## config.mk

```make
export PLATFORM = sky130hd
export DESIGN_NAME = icache_line_fill
export DESIGN_NICKNAME = d
export VERILOG_FILES = /design/src/rtl/icache_line_fill.sv
export SDC_FILE = /design/constraint.sdc
export NUM_CORES = 1
export LEC_CHECK = 0
export ABC_CLOCK_PERIOD_IN_PS = 10000
export CORE_ASPECT_RATIO = 2
export CORE_MARGIN = 2
export CORE_UTILIZATION = 43
export CTS_CLUSTER_DIAMETER = 100
export CTS_CLUSTER_SIZE = 24
export DETAILED_ROUTE_END_ITERATION = 6
export PLACE_DENSITY = 0.78
export RECOVER_POWER = 25
export SKIP_CTS_REPAIR_TIMING = 1
export SLEW_MARGIN = 10
export SYNTH_ARGS = -nofsm -noshare
export SYNTH_HDL_FRONTEND = slang
export SYNTH_SLANG_ARGS = --single-unit
```

## constraint.sdc

```tcl
create_clock -name clk_i -period 10 [get_ports clk_i]
set_clock_uncertainty 0.2 [all_clocks]
set_input_delay 1.5 -clock clk_i [delete_from_list [all_inputs] [get_ports clk_i]]
set_output_delay 1.5 -clock clk_i [all_outputs]
set_load 0.05 [all_outputs]
```

## src/rtl/icache_line_fill.sv

```systemverilog
// icache_line_fill: reads one cache line from instruction memory word by word and hands it to the cache controller
module icache_line_fill #(
  parameter int WORDS_PER_LINE = 8,
  parameter int ADDR_WIDTH     = 32,
  parameter int DATA_WIDTH     = 32
) (
  input  logic                                 clk_i,
  input  logic                                 rst_i,
  input  logic                                 fill_req_i,
  input  logic [ADDR_WIDTH-1:0]                fill_addr_i,
  input  logic                                 abort_i,
  output logic                                 mem_rd_o,
  output logic [ADDR_WIDTH-1:0]                mem_addr_o,
  input  logic [DATA_WIDTH-1:0]                mem_rdata_i,
  input  logic                                 mem_valid_i,
  output logic                                 busy_o,
  output logic                                 fill_done_o,
  output logic [WORDS_PER_LINE*DATA_WIDTH-1:0] line_data_o
);
  localparam int OFF = $clog2(WORDS_PER_LINE * DATA_WIDTH / 8);
  localparam int CW  = $clog2(WORDS_PER_LINE);
  localparam logic [ADDR_WIDTH-1:0] STRIDE = ADDR_WIDTH'(DATA_WIDTH / 8);
  localparam logic [CW-1:0] LAST = CW'(WORDS_PER_LINE - 1);
  typedef enum logic [1:0] {IDLE, READ, DONE} state_t;
  state_t                               state_q;
  logic [CW-1:0]                        count_q;
  logic                                 mem_rd_q;
  logic                                 fill_done_q;
  logic [ADDR_WIDTH-1:0]                mem_addr_q;
  logic [WORDS_PER_LINE*DATA_WIDTH-1:0] line_q;
  logic [ADDR_WIDTH-1:0]                base;
  logic                                 take;
  assign base = fill_addr_i & ~((ADDR_WIDTH'(1) << OFF) - ADDR_WIDTH'(1));
  // a word is only accepted while the request is on the bus, and abort discards it
  assign take = mem_rd_q & mem_valid_i & ~abort_i;
  assign mem_rd_o    = mem_rd_q;
  assign mem_addr_o  = mem_addr_q;
  assign busy_o      = state_q != IDLE;
  assign fill_done_o = fill_done_q;
  assign line_data_o = line_q;
  // fill FSM: first READ cycle raises mem_rd, then one word per mem_valid until the line is full
  always_ff @(posedge clk_i or posedge rst_i) begin
    if (rst_i) begin
      state_q     <= IDLE;
      count_q     <= '0;
      mem_rd_q    <= 1'b0;
      fill_done_q <= 1'b0;
      mem_addr_q  <= '0;
      line_q      <= '0;
    end else begin
      fill_done_q <= 1'b0;
      case (state_q)
        IDLE: if (fill_req_i) begin
          state_q    <= READ;
          count_q    <= '0;
          mem_addr_q <= base;
        end
        READ: if (abort_i) begin
          state_q  <= IDLE;
          mem_rd_q <= 1'b0;
        end else if (take) begin
          line_q[int'(count_q)*DATA_WIDTH +: DATA_WIDTH] <= mem_rdata_i;
          if (count_q == LAST) begin
            state_q     <= DONE;
            mem_rd_q    <= 1'b0;
            fill_done_q <= 1'b1;
          end else begin
            count_q    <= count_q + 1'b1;
            mem_addr_q <= mem_addr_q + STRIDE;
          end
        end else begin
          mem_rd_q <= 1'b1;
        end
        DONE: state_q <= IDLE;
        default: state_q <= IDLE;
      endcase
    end
  end
endmodule

```

==> impl_metrics.toml, run 1 <==
[pwr]
ir_drop_mv = 0.1516
pwr_density_cell_nw_per_um2 = 208.0
power_leakage_nw = 8.036

[layout]
drive_above_1_share = 0.06734
nets = 1562
final_util = 0.5812
syn_to_final_growth_pct = 33.33
n_antenna_cell = 0

[sta]
fin_crit_ps = 5602
rsz0062_at_grt = "no"
slew_headroom = -2.447
setup_violations = 0
worst_slack_ps = 4398
slew_violations = 273
tns_ps = 0
period_share = 0.5602
max_freq_ghz = 0.1785
tightest_slew_ps = 5142
finalHoldViolations = 0

[global_route]
track_usage = 0.2576
grt_max_degree = 181
overflow = 0
grt_pass1_vias = 10420
grt_first_pass_wirelength_um = 61070
antenna_found_initial = 0

[yosys]
synth_ff_type = "dfrtp_1"
ys_warn_count = 0
yosysMostFrequentCell = "dfrtp_1"
yosys-top-cells-count = "dfrtp_1, nand2_1, o21ai_0"
post-synth-top-area-cell = "dfrtp_1"
ys_ff_latch = 293
synth_edf_count = 0
netlist_area_um2 = 12530
avgSynthCellArea_um2 = 10.66
async_flop_share = 1.000
synth_area_leaders = "dfrtp_1, nand2_1, mux2i_1, mux2_2, o21ai_0"
syn_inst = 1175
yosysSeqAreaShare = 0.5853
synth_top_area_frac = 0.5853
ys_types = 59

[floorplan]
die-width_um = 124.7
core-area_um2 = 28740
boundaryPins = 360
die-area_um2 = 30600
num_rows = 88
die_h_um = 245.4
initial_core_util = 0.4359

[critical_path]
ff2ff_path_depth = 7
worst-path-max-fanout = 180
start_kind = "input pin"
r2r-start = "count_q[0]"
endpoint_kind = "asynchronous set/reset pin"
worstSetupPathType = "input pin to asynchronous set/reset pin"
rrSetupSlack_ps = 5210
crit_required_ps = 10300
cp-startpoint = "rst_i"
cp.arrival_ps = 5900
crit_path_end = "line_data_o[233]"
rr_endpoint = "line_data_o[68]"

[detailed_routing]
drt-initial-drc-count = 602
via_per_inst = 5.437
num_vias = 10031
dr.pass1.iters = 5
dr.max_layer_used = "met4"
wl_met3_um = 2283
detail_route.wirelength_um = 39940
met2_length_um = 21800
wl_per_cell_um = 21.65
ant_nets = 0
drc = 0
wl_met1_um = 13540

[status]
violations = "capacitance limit, slew limit"
status = "finished, violations left"

[job]
cap_violations = 4

[clock_network]
clkTransAtPathRegs_ps = 90
clock_latency_ps = 520
root_buffer = "clkbuf_16"
cts_tree = "built"
cts-buffers-inserted = 16
cts_htree_levels = 1
cts_max_path_buffers = 3
cts_sinks = 293

[placement]
gp_congestion = 0.9087
pre_cts_ws_ps = 5595
dpl.hpwl_um = 28590
portBuffers = 352

[worst_hold_path]
hold_path.class = "flip-flop to flip-flop"
hold_path_startpoint = "line_data_o[84]"
critical path, cell delays in order:
cell and delay, ps:
dlygate4sd3_1 550, clkinvlp_2 2830, buf_12 660
stage by stage:
step | instances | instance area [um2] | hold WS, ps | power (mW)
2_1_floorplan | 1176 | 12530 | 312.8 | 2.322
3_3_place_gp | 1827 | 16300 | 260.7 | 2.792
3_5_place_dp | 1827 | 16300 | 269.3 | 2.819
4_1_cts | 1845 | 16740 | 290.6 | 3.520
5_1_grt | 1845 | 16700 | 309.3 | 3.613
6_report | 1845 | 16700 | 285.1 | 3.475
final cells by class:
class,instances,area [um2]
clock buffer,17,425.4
clock inverter,1,20.02
fill,2388,12040
inverter,88,331.6
multi-input combinational,723,4532
sequential,293,7332
tap,360,450.4
timing repair buffer,363,3611
metal layers:
layer  up-vias  GRT usage
met5         -          0
met4         0     0.1404
met3       101    0.04178
met2       410     0.4831
met1      4939     0.2721
li1       4581          -
layout by cell type, fill, tap and decap left out, drive strengths merged, types with 18 or more instances in the layout:
cell type,n
dlygate4sd3,63
clkbuf,19
a21oi,24
nand2,221
nor2,26
mux2,72
and2,18
nand3,58
inv,88
o21ai,121
mux2i,78
clkdlybuf4s50,289
dfrtp,293
power by group:
| group | switching [mW] | leakage, nW | internal, mW |
|---|---|---|---|
| Sequential | 0.121 | 3.62 | 1.34 |
| Combinational | 0.912 | 4.20 | 0.401 |
| Clock | 0.391 | 0.219 | 0.311 |
| Total | 1.42 | 8.04 | 2.05 |
state kept, by name (all words and copies together) (netlist names):
signal       cells
line_data_o    256
mem_addr_o      30
state_q          2
fill_done_o      1
mem_rd_o         1
count_q          3
worst min-delay path by stage:
stage,endpoint,cells after the start
after global placement,line_data_o[70],2
after detailed placement,line_data_o[75],2
after floorplan,state_q[0],1
after CTS,line_data_o[75],2
final,line_data_o[84],2
after global routing,line_data_o[105],2
cell families after synthesis:
group,count (synthesis),synth area share
AND/OR/NAND/NOR,368,0.1332
flip-flops,293,0.5853
AO/OA/AOI/OAI,194,0.09139
buffers and inverters,160,0.05404
multiplexers,150,0.1270
adder cells (fa/ha/maj),8,0.007991
other,1,0.0002994
XOR/XNOR,1,0.0006993
Power figures use the tool's default switching activity.
==> run 2: changes to the inputs <==
--- a/config.mk
+++ b/config.mk
@@ -5,14 +5,14 @@
 export SDC_FILE = /design/constraint.sdc
 export NUM_CORES = 1
 export LEC_CHECK = 0
-export ABC_CLOCK_PERIOD_IN_PS = 10000
+export ABC_CLOCK_PERIOD_IN_PS = 5250
 export CORE_ASPECT_RATIO = 2
 export CORE_MARGIN = 2
-export CORE_UTILIZATION = 43
+export CORE_UTILIZATION = 48
 export CTS_CLUSTER_DIAMETER = 100
 export CTS_CLUSTER_SIZE = 24
 export DETAILED_ROUTE_END_ITERATION = 6
-export PLACE_DENSITY = 0.78
+export PLACE_DENSITY = 0.83
 export RECOVER_POWER = 25
 export SKIP_CTS_REPAIR_TIMING = 1
 export SLEW_MARGIN = 10
==> constraint.sdc (replaced) <==
create_clock -name clk_i -period 5.25 [get_ports clk_i]
set_clock_uncertainty 0.2 [all_clocks]
set_input_delay 0.7875 -clock clk_i [delete_from_list [all_inputs] [get_ports clk_i]]
set_output_delay 0.7875 -clock clk_i [all_outputs]
set_load 0.05 [all_outputs]
==> run 2 against run 1 <==
Compared with the run above:
- the flow still finishes with violations (capacitance limit, slew limit)
- via count rose by 0.53%
- final area grew 0.25%
- flip-flop and latch count did not move
- sequential share of layout area is 0.11 points lower
- non-clock buffer count up 3
- combinational power is 95% higher
- core utilization increased by 7.2 points
- sequential power up 90%
- wire length fell by 1.1%
- largest cell class unchanged
==> impl_metrics.toml, run 2 (synthesized netlist as in run 1, its figures left out) <==
[status]
status = "finished, violations left"
violations = "capacitance limit, slew limit"

[critical_path]
endpoint_kind = "flip-flop"
cp.arrival_ps = 3700
crit_required_ps = 5380
worst-path-max-fanout = 64
start_kind = "flip-flop"
worstSetupPathType = "flip-flop to flip-flop"

[clock_network]
clock_latency_ps = 510
root_buffer = "clkbuf_16"
cts_sinks = 293
cts_htree_levels = 1
clkTransAtPathRegs_ps = 100
cts_tree = "built"
cts_max_path_buffers = 3
cts-buffers-inserted = 16

[detailed_routing]
drc = 0
dr.pass1.iters = 5
via_per_inst = 5.516
num_vias = 10084
drt-initial-drc-count = 627
detail_route.wirelength_um = 39510
ant_nets = 0
wl_per_cell_um = 21.62

[layout]
stdcell_area_um2 = 16740
final_util = 0.6527
largest_register_ffs = 256
fill_cells = 1992
mostFrequentLayoutCells = "clkdlybuf4s50_1, dfrtp_1, nand2_1, o21ai_0, inv_1"
n_antenna_cell = 0
syn_to_final_growth_pct = 33.66
drive_above_1_share = 0.07191
nets = 1565
final_common_cell = "clkdlybuf4s50_1"

[sta]
fin_crit_ps = 3564
finalHoldViolations = 0
setup_violations = 0
slew_violations = 33
worst_slack_ps = 1686
max_freq_ghz = 0.2806
tightest_slew_ps = 1720
rsz0062_at_grt = "no"
period_share = 0.6789
slew_headroom = -0.1468
tns_ps = 0

[global_route]
antenna_found_initial = 0
overflow = 0
grt_util_met1 = 0.2984
grt_pass1_vias = 10474
grt_use_met3 = 0.04828
grt_busiest_layer = "met2"
grt_max_degree = 128
track_usage = 0.2838
grt_first_pass_wirelength_um = 60200
use_met2 = 0.5302

[placement]
pre_cts_ws_ps = 1521
dpl_cell_area_um2 = 16300
portBuffers = 352
gp_congestion = 0.8607
dpl.hpwl_um = 28540

[floorplan]
die-area_um2 = 27480
initial_core_util = 0.4884
die-width_um = 118.2
core-area_um2 = 25650
boundaryPins = 360
die_h_um = 232.5
num_rows = 83

[pwr]
pwr-share-clk = 0.199
power_leakage_nw = 7.997
p_comb_frac = 0.383
seq_power_share = 0.418
pwr_density_cell_nw_per_um2 = 397.4
cell_internal_pwr_mw = 3.945
ir_drop_mv = 0.3681
power_switching_mw = 2.708
p_sw_frac = 0.4070

[worst_hold_path]
hold_path.class = "flip-flop to flip-flop"

[job]
cap_violations = 1
run 2: path summary, 6_finish.rpt:
kind | start | to | slack, ps | cells after the start
worst min register to register | line_data_o[115] | line_data_o[115] | 290 | 2
worst min-delay path | line_data_o[115] | line_data_o[115] | 290 | 2
worst max-delay path | count_q[0] | line_data_o[143] | 1690 | 6
max in group asynchronous | rst_i | line_data_o[180] | 2090 | 3
worst max register to register | count_q[0] | line_data_o[143] | 1690 | 6
min in group asynchronous | rst_i | line_data_o[22] | 710 | 2
run 2: stage by stage:
| step | std cells | total power [mW] | hold slack (ps) |
|---|---|---|---|
| 5_1_grt | 1828 | 6.916 | 315.8 |
| 2_1_floorplan | 1176 | 4.423 | 312.8 |
| 6_report | 1828 | 6.654 | 288.3 |
| 4_1_cts | 1828 | 6.685 | 290.5 |
| 3_3_place_gp | 1810 | 5.315 | 262.2 |
| 3_5_place_dp | 1810 | 5.371 | 269.3 |
run 2: power groups by stage:
stage               Clock [mW]  Combinational [mW]  Sequential (mW)
CTS                       1.35                2.56             2.78
detailed placement           0                2.55             2.82
global placement             0                2.51             2.80
finish                    1.33                2.55             2.78
floorplan                    0               0.611             3.81
global route              1.43                2.67             2.82
run 2: layout make-up:
class | instances | area (um2) | area share
Tap cell | 340 | 425.4 | 0.02541
Timing Repair Buffer | 366 | 3650 | 0.2180
Sequential cell | 293 | 7332 | 0.4379
Inverter | 88 | 331.6 | 0.01980
Clock buffer | 17 | 425.4 | 0.02541
Multi-Input combinational cell | 723 | 4559 | 0.2723
Clock inverter | 1 | 20.02 | 0.001196
run 2: worst max-delay path, cell delays in order, from the launching register on:
cell       delay (ps)
dfrtp_1           530
inv_1             170
ha_2              680
a2111oi_0         630
nand2_2           720
nand2_1           300
o21ai_0           130
run 2: layer usage:
layer / vias up / part of all wire
met5: - / 0
met4: 0 / 0.060
met3: 110 / 0.062
met2: 424 / 0.54
met1: 4971 / 0.34
li1: 4579 / -
==> run 3: changes to the inputs <==
--- a/config.mk
+++ b/config.mk
@@ -5,7 +5,7 @@
 export SDC_FILE = /design/constraint.sdc
 export NUM_CORES = 1
 export LEC_CHECK = 0
-export ABC_CLOCK_PERIOD_IN_PS = 5250
+export ABC_CLOCK_PERIOD_IN_PS = 3700
 export CORE_ASPECT_RATIO = 2
 export CORE_MARGIN = 2
 export CORE_UTILIZATION = 48
==> constraint.sdc (replaced) <==
create_clock -name clk_i -period 3.7 [get_ports clk_i]
set_clock_uncertainty 0.2 [all_clocks]
set_input_delay 0.555 -clock clk_i [delete_from_list [all_inputs] [get_ports clk_i]]
set_output_delay 0.555 -clock clk_i [all_outputs]
set_load 0.05 [all_outputs]
==> run 3 against run 2 <==
Compared with the run above:
- the flow still finishes with violations (capacitance limit, slew limit)
- hold slack worse by 1.8 ps
- power is 43% higher
- fmax is 20% higher
- final cell count is 1.2% higher
- largest cell class unchanged
- worst setup slack worse by 950 ps
==> impl_metrics.toml, run 3 (synthesized netlist as in run 1, its figures left out) <==
[pwr]
power_leakage_nw = 8.087
pwr_density_cell_nw_per_um2 = 563.1
ir_drop_mv = 0.5100
finalPower_mw = 9.511

[global_route]
overflow = 0
grt_first_pass_wirelength_um = 60830
grt_max_degree = 88
track_usage = 0.2880
grt_pass1_vias = 10539
antenna_found_initial = 0

[floorplan]
core-area_um2 = 25650
die-area_um2 = 27480
die_h_um = 232.5
num_rows = 83
initial_core_util = 0.4884
die-width_um = 118.2
boundaryPins = 360

[layout]
drive_above_1_share = 0.08212
fill_cells = 2014
stdcell_area_um2 = 16890
seqCellArea_um2 = 7332
multiInputGateArea_um2 = 4559
n_antenna_cell = 0
final_common_cell = "clkdlybuf4s50_1"
mostFrequentLayoutCells = "clkdlybuf4s50_1, dfrtp_1, nand2_1, o21ai_0, inv_1"
syn_to_final_growth_pct = 34.83
largest_register_ffs = 256
instances_no_fill = 1850
final_util = 0.6585
nets = 1587

[detailed_routing]
num_vias = 10275
dr.pass1.iters = 5
drt-initial-drc-count = 759
wl_per_cell_um = 21.67
ant_nets = 0
detail_route.wirelength_um = 40090
via_per_inst = 5.554
drc = 0

[sta]
max_freq_ghz = 0.3370
hold_ws_ps = 286.4
setup_violations = 0
finalHoldViolations = 0
rsz0062_at_grt = "no"
period_share = 0.8020
slew_headroom = -0.03416
tightest_slew_ps = 1543
fin_crit_ps = 2967
tns_ps = 0
worst_slack_ps = 732.5
slew_violations = 33

[critical_path]
crit_required_ps = 3900
rrSetupSlack_ps = 730
cp.arrival_ps = 3170
worst-path-max-fanout = 17
start_kind = "flip-flop"
worstSetupPathType = "flip-flop to flip-flop"
endpoint_kind = "flip-flop"

[status]
status = "finished, violations left"
violations = "capacitance limit, slew limit"

[placement]
dpl_cell_area_um2 = 16490
gp_congestion = 0.8725
dp_cells = 1832
dpl.hpwl_um = 29730
pre_cts_ws_ps = 602.8
portBuffers = 352

[clock_network]
cts_htree_levels = 1
cts-buffers-inserted = 16
root_buffer = "clkbuf_16"
clkTransAtPathRegs_ps = 100
cts_max_path_buffers = 3
clock_latency_ps = 520
cts_tree = "built"
cts_sinks = 293

[worst_hold_path]
hold_path.class = "flip-flop to flip-flop"

[job]
cap_violations = 1
==> run 3: cell types whose count changed in the layout (fill, tap and decap cells not counted), sizes merged <==
cell,before,now
clkbuf,18,25
buf,13,28
==> run 3: critical path, stage by stage (launching register included) <==
cell     delay (ps)
dfrtp_1         390
buf_4           210
ha_1            270
ha_1            260
or4_1           540
nand2_1         520
o21ai_0         190
a22o_1          270
==> run 3: layout make-up <==
class,instances,area share
multi-input cells,723,0.2699
well taps,340,0.02519
flip-flops and latches,293,0.4341
inverters,88,0.01963
clock inverters,1,0.001185
clock buffers,17,0.02519
repair buffers,388,0.2248
==> run 3: report_power, final <==
group / switching [mW] / internal (mW) / leakage, nW
registers: 0.333 / 3.62 / 3.62
clock network: 1.05 / 0.840 / 0.219
logic: 2.50 / 1.16 / 4.25
==> run 3: final timing paths <==
kind / startpoint / endpoint / cells after the start
max in group asynchronous: rst_i / line_data_o[80] / 3
worst max register to register: count_q[0] / mem_addr_o[10] / 7
worst min-delay path: line_data_o[72] / line_data_o[72] / 2
min in group asynchronous: rst_i / line_data_o[250] / 2
worst max-delay path: count_q[0] / mem_addr_o[10] / 7
worst min register to register: line_data_o[72] / line_data_o[72] / 2
==> run 3: metal layers <==
layer | routed length [um] | up-vias | track usage | share of wire
li1 | - | 4629 | - | -
met1 | 13780 | 5110 | 0.3041 | 0.34
met2 | 21610 | 430 | 0.5385 | 0.54
met3 | 2303 | 106 | 0.04828 | 0.057
met4 | 2403 | 0 | 0.1559 | 0.060
met5 | 0 | - | 0 | 0
